[config.mk]
export PLATFORM = sky130hd
export DESIGN_NAME = multicycle_control_fsm
export DESIGN_NICKNAME = d
export VERILOG_FILES = /design/src/rtl/multicycle_control_fsm.sv
export SDC_FILE = /design/constraint.sdc
export NUM_CORES = 1
export LEC_CHECK = 0
export ABC_AREA = 1
export BUFFER_PORTS_ARGS = -buffer_cell sky130_fd_sc_hd__buf_2
export CAP_MARGIN = 10
export CORE_ASPECT_RATIO = 1.2
export CORE_MARGIN = 1
export CORE_UTILIZATION = 43
export DETAILED_ROUTE_END_ITERATION = 10
export PLACE_DENSITY = 0.78
export SYNTH_ARGS = -nofsm -noshare
export SYNTH_HDL_FRONTEND = slang
export SYNTH_SLANG_ARGS = --single-unit
[constraint.sdc]
create_clock -name CLK -period 1.59 [get_ports CLK]
set_input_delay 0.2385 -clock CLK [delete_from_list [all_inputs] [get_ports CLK]]
set_output_delay 0.2385 -clock CLK [all_outputs]
set_load 0.05 [all_outputs]
[src/rtl/multicycle_control_fsm.sv]
// multicycle_control_fsm
// Main sequencer of the multicycle ARMv4 datapath. Decodes the latched
// instruction, evaluates its condition against an internal NZCV register and
// walks the datapath through fetch/decode/execute/memory/writeback.
//
// Ports:
//   CLK, Reset     - clock; synchronous active-high reset
//   Instr[31:12]   - instruction register (cond, op, funct, Rd)
//   ALUFlags[3:0]  - {N,Z,C,V} from the ALU this cycle (only feeds the flags reg)
//   IRWrite        - load instruction register
//   AdrSrc         - memory address: 0 = PC, 1 = ALUOut
//   ALUSrcA        - 0 = reg A, 1 = PC
//   ALUSrcB[1:0]   - 00 = reg B, 01 = ExtImm, 10 = constant 4
//   ResultSrc[1:0] - 00 = ALUOut, 01 = mem data, 10 = ALU direct
//   ImmSrc[1:0]    - immediate extension format (= op)
//   RegSrc[1:0]    - register-read address selects
//   ALUControl[3:0]- 0000 ADD, 0001 SUB, 0010 AND, 0011 ORR
//   PCWrite, RegWrite, MemWrite - datapath write enables
//   State[3:0]     - current state for debug
module multicycle_control_fsm (
    input  logic        CLK,
    input  logic        Reset,
    input  logic [31:12] Instr,
    input  logic [3:0]  ALUFlags,
    output logic        IRWrite,
    output logic        AdrSrc,
    output logic        ALUSrcA,
    output logic [1:0]  ALUSrcB,
    output logic [1:0]  ResultSrc,
    output logic [1:0]  ImmSrc,
    output logic [1:0]  RegSrc,
    output logic [3:0]  ALUControl,
    output logic        PCWrite,
    output logic        RegWrite,
    output logic        MemWrite,
    output logic [3:0]  State
);

    typedef enum logic [3:0] {
        FETCH    = 4'd0,
        DECODE   = 4'd1,
        MEMADR   = 4'd2,
        MEMRD    = 4'd3,
        MEMWB    = 4'd4,
        MEMWR    = 4'd5,
        EXECUTER = 4'd6,
        EXECUTEI = 4'd7,
        ALUWB    = 4'd8,
        BRANCH   = 4'd9
    } state_t;

    localparam logic [3:0] ALU_ADD = 4'b0000;
    localparam logic [3:0] ALU_SUB = 4'b0001;
    localparam logic [3:0] ALU_AND = 4'b0010;
    localparam logic [3:0] ALU_ORR = 4'b0011;

    state_t     state, next_state;
    logic [3:0] flags;                 // {N,Z,C,V}

    logic [3:0] cond;
    logic [1:0] op;
    logic [5:0] funct;
    logic [3:0] rd;
    logic [3:0] cmd;
    logic       unused_rn;

    assign cond      = Instr[31:28];
    assign op        = Instr[27:26];
    assign funct     = Instr[25:20];
    assign rd        = Instr[15:12];
    assign cmd       = funct[4:1];
    assign unused_rn = ^Instr[19:16];

    // Data-processing command decode
    logic [3:0] alu_cmd;
    logic       cmd_wb;      // ADD/SUB/AND/ORR: result goes through ALUWB
    logic       cmd_flags;   // commands allowed to touch the flags register
    logic       cmd_arith;   // commands that also update C and V

    always_comb begin
        alu_cmd   = ALU_ADD;
        cmd_wb    = 1'b0;
        cmd_flags = 1'b0;
        cmd_arith = 1'b0;
        case (cmd)
            4'b0100: begin alu_cmd = ALU_ADD; cmd_wb = 1'b1; cmd_flags = 1'b1; cmd_arith = 1'b1; end
            4'b0010: begin alu_cmd = ALU_SUB; cmd_wb = 1'b1; cmd_flags = 1'b1; cmd_arith = 1'b1; end
            4'b0000: begin alu_cmd = ALU_AND; cmd_wb = 1'b1; cmd_flags = 1'b1; end
            4'b1100: begin alu_cmd = ALU_ORR; cmd_wb = 1'b1; cmd_flags = 1'b1; end
            4'b1010: begin alu_cmd = ALU_SUB; cmd_flags = 1'b1; cmd_arith = 1'b1; end
            default: ;
        endcase
    end

    // Condition check against the registered flags only
    logic n_f, z_f, c_f, v_f, condex;
    assign {n_f, z_f, c_f, v_f} = flags;

    always_comb begin
        case (cond)
            4'b0000: condex = z_f;
            4'b0001: condex = ~z_f;
            4'b0010: condex = c_f;
            4'b0011: condex = ~c_f;
            4'b0100: condex = n_f;
            4'b0101: condex = ~n_f;
            4'b0110: condex = v_f;
            4'b0111: condex = ~v_f;
            4'b1000: condex = c_f & ~z_f;
            4'b1001: condex = ~c_f | z_f;
            4'b1010: condex = (n_f == v_f);
            4'b1011: condex = (n_f != v_f);
            4'b1100: condex = ~z_f & (n_f == v_f);
            4'b1101: condex = z_f | (n_f != v_f);
            4'b1110: condex = 1'b1;
            default: condex = 1'b0;
        endcase
    end

    // State register
    always_ff @(posedge CLK) begin
        if (Reset) state <= FETCH;
        else       state <= next_state;
    end

    // Flags register: written at the end of an execute cycle when S is set
    always_ff @(posedge CLK) begin
        if (Reset) begin
            flags <= '0;
        end else if ((state == EXECUTER || state == EXECUTEI) && funct[0] && cmd_flags) begin
            flags[3:2] <= ALUFlags[3:2];
            if (cmd_arith) flags[1:0] <= ALUFlags[1:0];
        end
    end

    // Next-state logic
    always_comb begin
        next_state = FETCH;
        case (state)
            FETCH:  next_state = DECODE;
            DECODE: begin
                if (condex) begin
                    case (op)
                        2'b01:   next_state = MEMADR;
                        2'b00:   next_state = funct[5] ? EXECUTEI : EXECUTER;
                        2'b10:   next_state = BRANCH;
                        default: next_state = FETCH;
                    endcase
                end
            end
            MEMADR:             next_state = funct[0] ? MEMRD : MEMWR;
            MEMRD:              next_state = MEMWB;
            EXECUTER, EXECUTEI: next_state = cmd_wb ? ALUWB : FETCH;
            default:            next_state = FETCH;
        endcase
    end

    // Output logic; write enables are gated by Reset below
    logic irw_raw, pcw_raw, rw_raw, mw_raw;

    always_comb begin
        irw_raw    = 1'b0;
        pcw_raw    = 1'b0;
        rw_raw     = 1'b0;
        mw_raw     = 1'b0;
        AdrSrc     = 1'b0;
        ALUSrcA    = 1'b0;
        ALUSrcB    = 2'b00;
        ResultSrc  = 2'b00;
        ALUControl = ALU_ADD;
        case (state)
            FETCH: begin
                irw_raw   = 1'b1;
                ALUSrcA   = 1'b1;
                ALUSrcB   = 2'b10;
                ResultSrc = 2'b10;
                pcw_raw   = 1'b1;
            end
            DECODE: begin
                ALUSrcA   = 1'b1;
                ALUSrcB   = 2'b10;
                ResultSrc = 2'b10;
            end
            MEMADR: begin
                ALUSrcB    = 2'b01;
                ALUControl = funct[3] ? ALU_ADD : ALU_SUB;
            end
            MEMRD: AdrSrc = 1'b1;
            MEMWB: begin
                ResultSrc = 2'b01;
                if (rd == 4'hF) pcw_raw = 1'b1;
                else            rw_raw  = 1'b1;
            end
            MEMWR: begin
                AdrSrc = 1'b1;
                mw_raw = 1'b1;
            end
            EXECUTER, EXECUTEI: begin
                ALUSrcB    = (state == EXECUTEI) ? 2'b01 : 2'b00;
                ALUControl = alu_cmd;
            end
            ALUWB: begin
                if (rd == 4'hF) pcw_raw = 1'b1;
                else            rw_raw  = 1'b1;
            end
            BRANCH: begin
                ALUSrcA   = 1'b1;
                ALUSrcB   = 2'b01;
                ResultSrc = 2'b10;
                pcw_raw   = 1'b1;
            end
            default: ;
        endcase
    end

    assign IRWrite  = irw_raw & ~Reset;
    assign PCWrite  = pcw_raw & ~Reset;
    assign RegWrite = rw_raw  & ~Reset;
    assign MemWrite = mw_raw  & ~Reset;

    assign ImmSrc    = op;
    assign RegSrc[0] = (op == 2'b10);
    assign RegSrc[1] = (op == 2'b01) & ~funct[0];
    assign State     = state;

endmodule

-- Yosys cells after proc, flatten, opt, wreduce, memory -nomap -nowiden
Cells that the tools add are included.
- input port bits: 26
- output and inout port bits: 22
- flip-flop bits (word level): 8
- logic and storage cells: 93
- equal/unequal tests: 32
- multiplexer cells: 24
- bitwise operators: 15
- reductions and logical operators: 19
- operators with widths (kind ; count):
    equality test 4 bit, second input constant ; 12
    equality test 4 x 3 -> 1 bit, second input constant ; 9
    equality test 4 x 2 -> 1 bit, second input constant ; 5
    case mux 4 bit (5 select lines) ; 1
    case mux 1 bit (15 select lines) ; 1
    OR reduction 2 bit ; 7
    two-way mux 1 bit ; 13
    zero test 4 bit ; 3
    case mux 2 bit (3 select lines) ; 2
    case mux 4 bit (3 select lines) ; 1
    equality test 4 x 1 -> 1 bit, second input constant ; 2
    two-way mux 4 bit ; 2
    case mux 4 bit (2 select lines) ; 1
    AND 1 bit ; 7
    NOT 1 bit ; 6
    OR reduction 3 bit ; 2
    OR reduction 5 bit ; 1
    case mux 2 bit (2 select lines) ; 1
    OR reduction 4 bit ; 1
    two-way mux 3 bit ; 1
    equality test 2 x 1 -> 1 bit, second input constant ; 1
    equality test 2 bit, second input constant ; 1
    logical AND 1 bit ; 2
    zero test 2 bit ; 1
    other kinds (6) ; 7

-- Depth between registers and ports, before layout
- word-level depth: 5
- mapped depth: 10
- depth with buffers taken out: 10

-- Least setup slack after synthesis
OpenSTA, ideal clock, no wires.
- path kind: register to output
- from: register state[0], in the netlist State[0]
- to: output port PCWrite
- arrival time: 1913 ps
- path slack: -562 ps
- buffers on the path: 0
- data required time: 1351 ps
- cell stages (with the launch flop): 6
- cell sequence: dfxtp_1 -> inv_2 -> nor2_2 -> nand2_1 -> o21a_1 -> a21oi_1
- longest elaborated chain between the ends: 4
- elaborated cells between the ends (all ways): 8
- those cells by class: eq/ne (3); mux (1); bitwise (1); reduce/logical (3)
- ends and longest elaborated chain (element ; RTL line ; text):
    start: declaration ; 57 ; state_t state, next_state;
    start signal: assignment ; 123 ; else state <= next_state;
    equality test 4 bit, or another cell as far along ; 171 ; case (state)
    OR reduction 2 bit (no line) ; n/a ;
    case mux 1 bit (2 select lines) * ; 171 ;
    AND 1 bit * ; 217 ; assign PCWrite = pcw_raw & ~Reset;
    end: declaration ; 33 ; output logic PCWrite,
Mark *: on every way between the ends. The rest lies on a longest branch, timed or not.

-- Worst setup path after layout
Same ends and word-level chain as after synthesis.

==> key figures <==
Run status
  • Run status: complete, but fails checks
  • Failing checks: negative setup slack

Route
  • Routed WL per cell: ~11 um
  • Aggregate routed wire length: between 2000 and 2500 um
  • Count of routing violations after the opening detailed-route iteration: 19
  • Total via count after detailed routing: 1145
  • Drc violations: 0
  • Routed vias/inst: about 5.2
  • Count of antenna-violating nets left after detailed routing: 0
  • 1st-pass router iterations: 4

Hold path
  • Class of the worst hold path: input port to flip-flop

Die
  • Overall die width: approximately 43 um
  • Die height: between 50 and 60 um
  • Overall die area: 2160 um2
  • Cell Rows: 17
  • Core area: 1850 um2
  • I/O pin count: 48
  • Starting utilization of the core area: approximately 46%

Layout
  • Utilization after layout: between 60% and 70%
  • Diodes inserted: 0
  • Layout cells sized above 1: approximately 45%
  • Final net count: 228
  • Count of fill cells added during filler insertion: 168
  • Area growth from synthesis to final layout: 45.8%
  • Final cell area excluding filler cells: 1240 um2

Place
  • Weighted congestion reported at the end of routability-driven placement: a little under 0.8
  • Setup WS pre-CTS: between 0.1 and 0.15 ns
  • HPWL reported at the end of detailed placement: approximately 1900 um
  • Port-buffer cells: 41
  • DP Area: 1110 um2

Critical path
  • Type of the setup path with the least slack: flip-flop to output port
  • Setup crit start kind: flip-flop
  • R2r setup slk: around 0.24 ns
  • Required time of the critical path: around 1.4 ns
  • Worst-path maximum fanout: 5
  • Crit path arrival time: 1.40 ns
  • Kind of end point of the critical path: output port

Timing
  • Accumulated negative setup slack: -0.0738 ns
  • RSZ-0062 raised after global routing: yes
  • Tcrit/Tclk final: 103%
  • Final-report setup violation count: 2
  • Max Clk Rate: 0.609 GHz
  • Time the final worst path needs with I/O delays and setup: around 1.6 ns
  • Max-slew violation total from the final report: 0
  • Final critical-path setup slack: -0.0525 ns
  • Fin. Hold Viols: 0
  • Post-Route Skew: roughly 0.022 ns

Clocking
  • TritonCTS buffer count: 3
  • Number of levels in the clock H-tree: 1
  • Maximum clock path buffer count: 2
  • Clock latency of the later-clocked register in the worst-skew pair: about 0.28 ns
  • Quantity of hold-fixing buffers added after cts: 0
  • Clock tree from TritonCTS: yes
  • Clock root buffer: sky130_fd_sc_hd__clkbuf_4
  • CTS clk-pin slew, worst paths: roughly 0.07 ns
  • Clock Sinks: 8

Global route
  • Wire length of the first global-routing pass: approximately 4000 um
  • GR Overflow Total: 0
  • GRT Util Overall: between 20% and 30%
  • Initial antenna violation count: 0
  • Via count of the first global-routing pass: about 1100
  • Maximum number of pins on one net before global-route repair: 11

Synthesis
  • Count of different cell masters after synthesis: 21
  • Mapped Cells: ~160
  • Cell taking the most area after synthesis: sky130_fd_sc_hd__nand2_1
  • Post-Syn Area: roughly 850 um2
  • Synthesized area divided by synthesized cell count: approximately 5.4 um2
  • Top area cells in the synthesized netlist: sky130_fd_sc_hd__nand2_1 19%, sky130_fd_sc_hd__dfxtp_1 19%, sky130_fd_sc_hd__inv_1 8.8%, sky130_fd_sc_hd__nor2_1 8.4%, sky130_fd_sc_hd__nand3_1 7.6%
  • Count of synthesis-stage warnings from yosys: 0
  • Area share of the largest cell type after synthesis: between 10% and 20%
  • Register bit count reported by yosys: 8
  • Share of the yosys chip area belonging to registers: around a fifth

Power and ir drop
  • Internal power consumption: approximately 0.0004 W
  • Clock share of power: approximately a quarter
  • Part of the total power dissipated in sequential elements: ~29%
  • Net Sw Frac: between 40% and 50%
  • Leakage power of the design: around 0.63 nW
  • Power dissipated by switching net loads: ~0.00033 W
  • PD cells: ~600 nW/um2
  • Maximum vdd ir drop: a little under 0.7 mV
  • Combinational share of power: between 40 and 50%

Job
  • Maximum capacitance violations: 0
-- power by group through the flow --
| stage | combinational [W] | clock (W) | sequential, W |
|---|---|---|---|
| global placement | 0.000299 | 0 | 0.000216 |
| global route | 0.000367 | 0.000202 | 0.000215 |
| finish | 0.000343 | 0.000183 | 0.000214 |
| detailed placement | 0.000306 | 0 | 0.000216 |
| CTS | 0.000332 | 0.000181 | 0.000214 |
| floorplan | 0.000213 | 0 | 0.000232 |
-- synth_stat cells --
cell	number
sky130_fd_sc_hd__inv_1	20
sky130_fd_sc_hd__o21ai_2	1
sky130_fd_sc_hd__a21oi_2	5
sky130_fd_sc_hd__inv_2	6
sky130_fd_sc_hd__nand2_1	44
sky130_fd_sc_hd__buf_4	4
sky130_fd_sc_hd__o21ai_1	3
sky130_fd_sc_hd__conb_1	1
sky130_fd_sc_hd__nand2_2	4
sky130_fd_sc_hd__a21oi_1	9
sky130_fd_sc_hd__o21ai_0	2
sky130_fd_sc_hd__o21a_1	1
sky130_fd_sc_hd__nor2_2	7
sky130_fd_sc_hd__o211ai_1	1
sky130_fd_sc_hd__a21boi_2	1
sky130_fd_sc_hd__nor2_1	19
sky130_fd_sc_hd__clkbuf_1	1
sky130_fd_sc_hd__o21bai_1	1
sky130_fd_sc_hd__nor3_1	6
sky130_fd_sc_hd__nand3_1	13
sky130_fd_sc_hd__dfxtp_1	8
-- cell type report --
class	instances	area [um2]	area share (%)
clock buffers	4	26.3	2.11
inverters	26	100	8.06
multi-input cells	119	646	52.0
flip-flops and latches	8	170	13.7
well taps	19	23.8	1.91
repair buffers	44	277	22.3
-- path summary, 6_finish.rpt --
check	from	endpoint	cells after the start
max	State[0]	PCWrite	6
min	ALUFlags[1]	flags[1]	3
max reg2reg	State[2]	flags[0]	7
min reg2reg	flags[2]	flags[2]	2
-- critical path, cell delays in order (launching register included) --
cell                      delay [ns]
sky130_fd_sc_hd__dfxtp_4        0.39
sky130_fd_sc_hd__inv_2          0.08
sky130_fd_sc_hd__nor2_4         0.12
sky130_fd_sc_hd__nand2_2        0.09
sky130_fd_sc_hd__o21a_4         0.14
sky130_fd_sc_hd__a21oi_4        0.14
sky130_fd_sc_hd__buf_6          0.17
-- metal layers --
layer / share of wire (%) / track usage (%) / up-vias
met5: 0 / 0 / -
met4: 1.1 / 5.73 / 0
met3: 5.4 / 2.88 / 7
met2: 58 / 51.0 / 47
met1: 36 / 21.7 / 519
li1: - / - / 572
-- metrics by stage --
step | std cells | power, W | hold slack [ns]
after floorplan | 158 | 0.000444 | 0.403
after CTS | 220 | 0.000726 | 0.241
after global placement | 215 | 0.000515 | 0.483
after detailed placement | 215 | 0.000522 | 0.485
final | 220 | 0.000741 | 0.228
after global routing | 220 | 0.000784 | 0.241
-- flip-flops by register name, indices dropped and copies added, names as in the netlist --
name,count
flags,4
State,4
-- what timing repair did --
| item | 4_1_cts | 5_1_grt |
|---|---|---|
| pin swaps | 2 | 0 |
| setup buffers | 1 | 0 |
| gates resized for setup | 21 | 11 |
| endpoints found under the setup margin | 7 | 9 |
-- logic make-up (layout without fill, tap and decap cells) --
kind of cell           after synthesis  count (layout)  share of synthesized area, %
flip-flops                           8               8                          18.8
AND/OR/NAND/NOR                     93              93                          47.0
other                                1               2                         0.440
AO/OA/AOI/OAI                       24              24                          18.4
buffers and inverters               31              74                          15.4
-- cells in the final DEF (no fill, tap or decap), types with 2 or more instances in the layout --
cell type,instances
sky130_fd_sc_hd__nand3_1,13
sky130_fd_sc_hd__buf_6,7
sky130_fd_sc_hd__dfxtp_2,2
sky130_fd_sc_hd__a21oi_2,6
sky130_fd_sc_hd__nand2_1,40
sky130_fd_sc_hd__o21ai_0,2
sky130_fd_sc_hd__buf_2,32
sky130_fd_sc_hd__dfxtp_1,4
sky130_fd_sc_hd__conb_1,2
sky130_fd_sc_hd__o21ai_1,3
sky130_fd_sc_hd__inv_2,6
sky130_fd_sc_hd__nor2_4,4
sky130_fd_sc_hd__nand2_2,8
sky130_fd_sc_hd__nor3_1,5
sky130_fd_sc_hd__clkbuf_4,3
sky130_fd_sc_hd__dfxtp_4,2
sky130_fd_sc_hd__nor2_2,8
sky130_fd_sc_hd__buf_4,5
sky130_fd_sc_hd__a21oi_1,7
sky130_fd_sc_hd__inv_1,19
sky130_fd_sc_hd__nor2_1,14
Power figures use the tool's default switching activity.
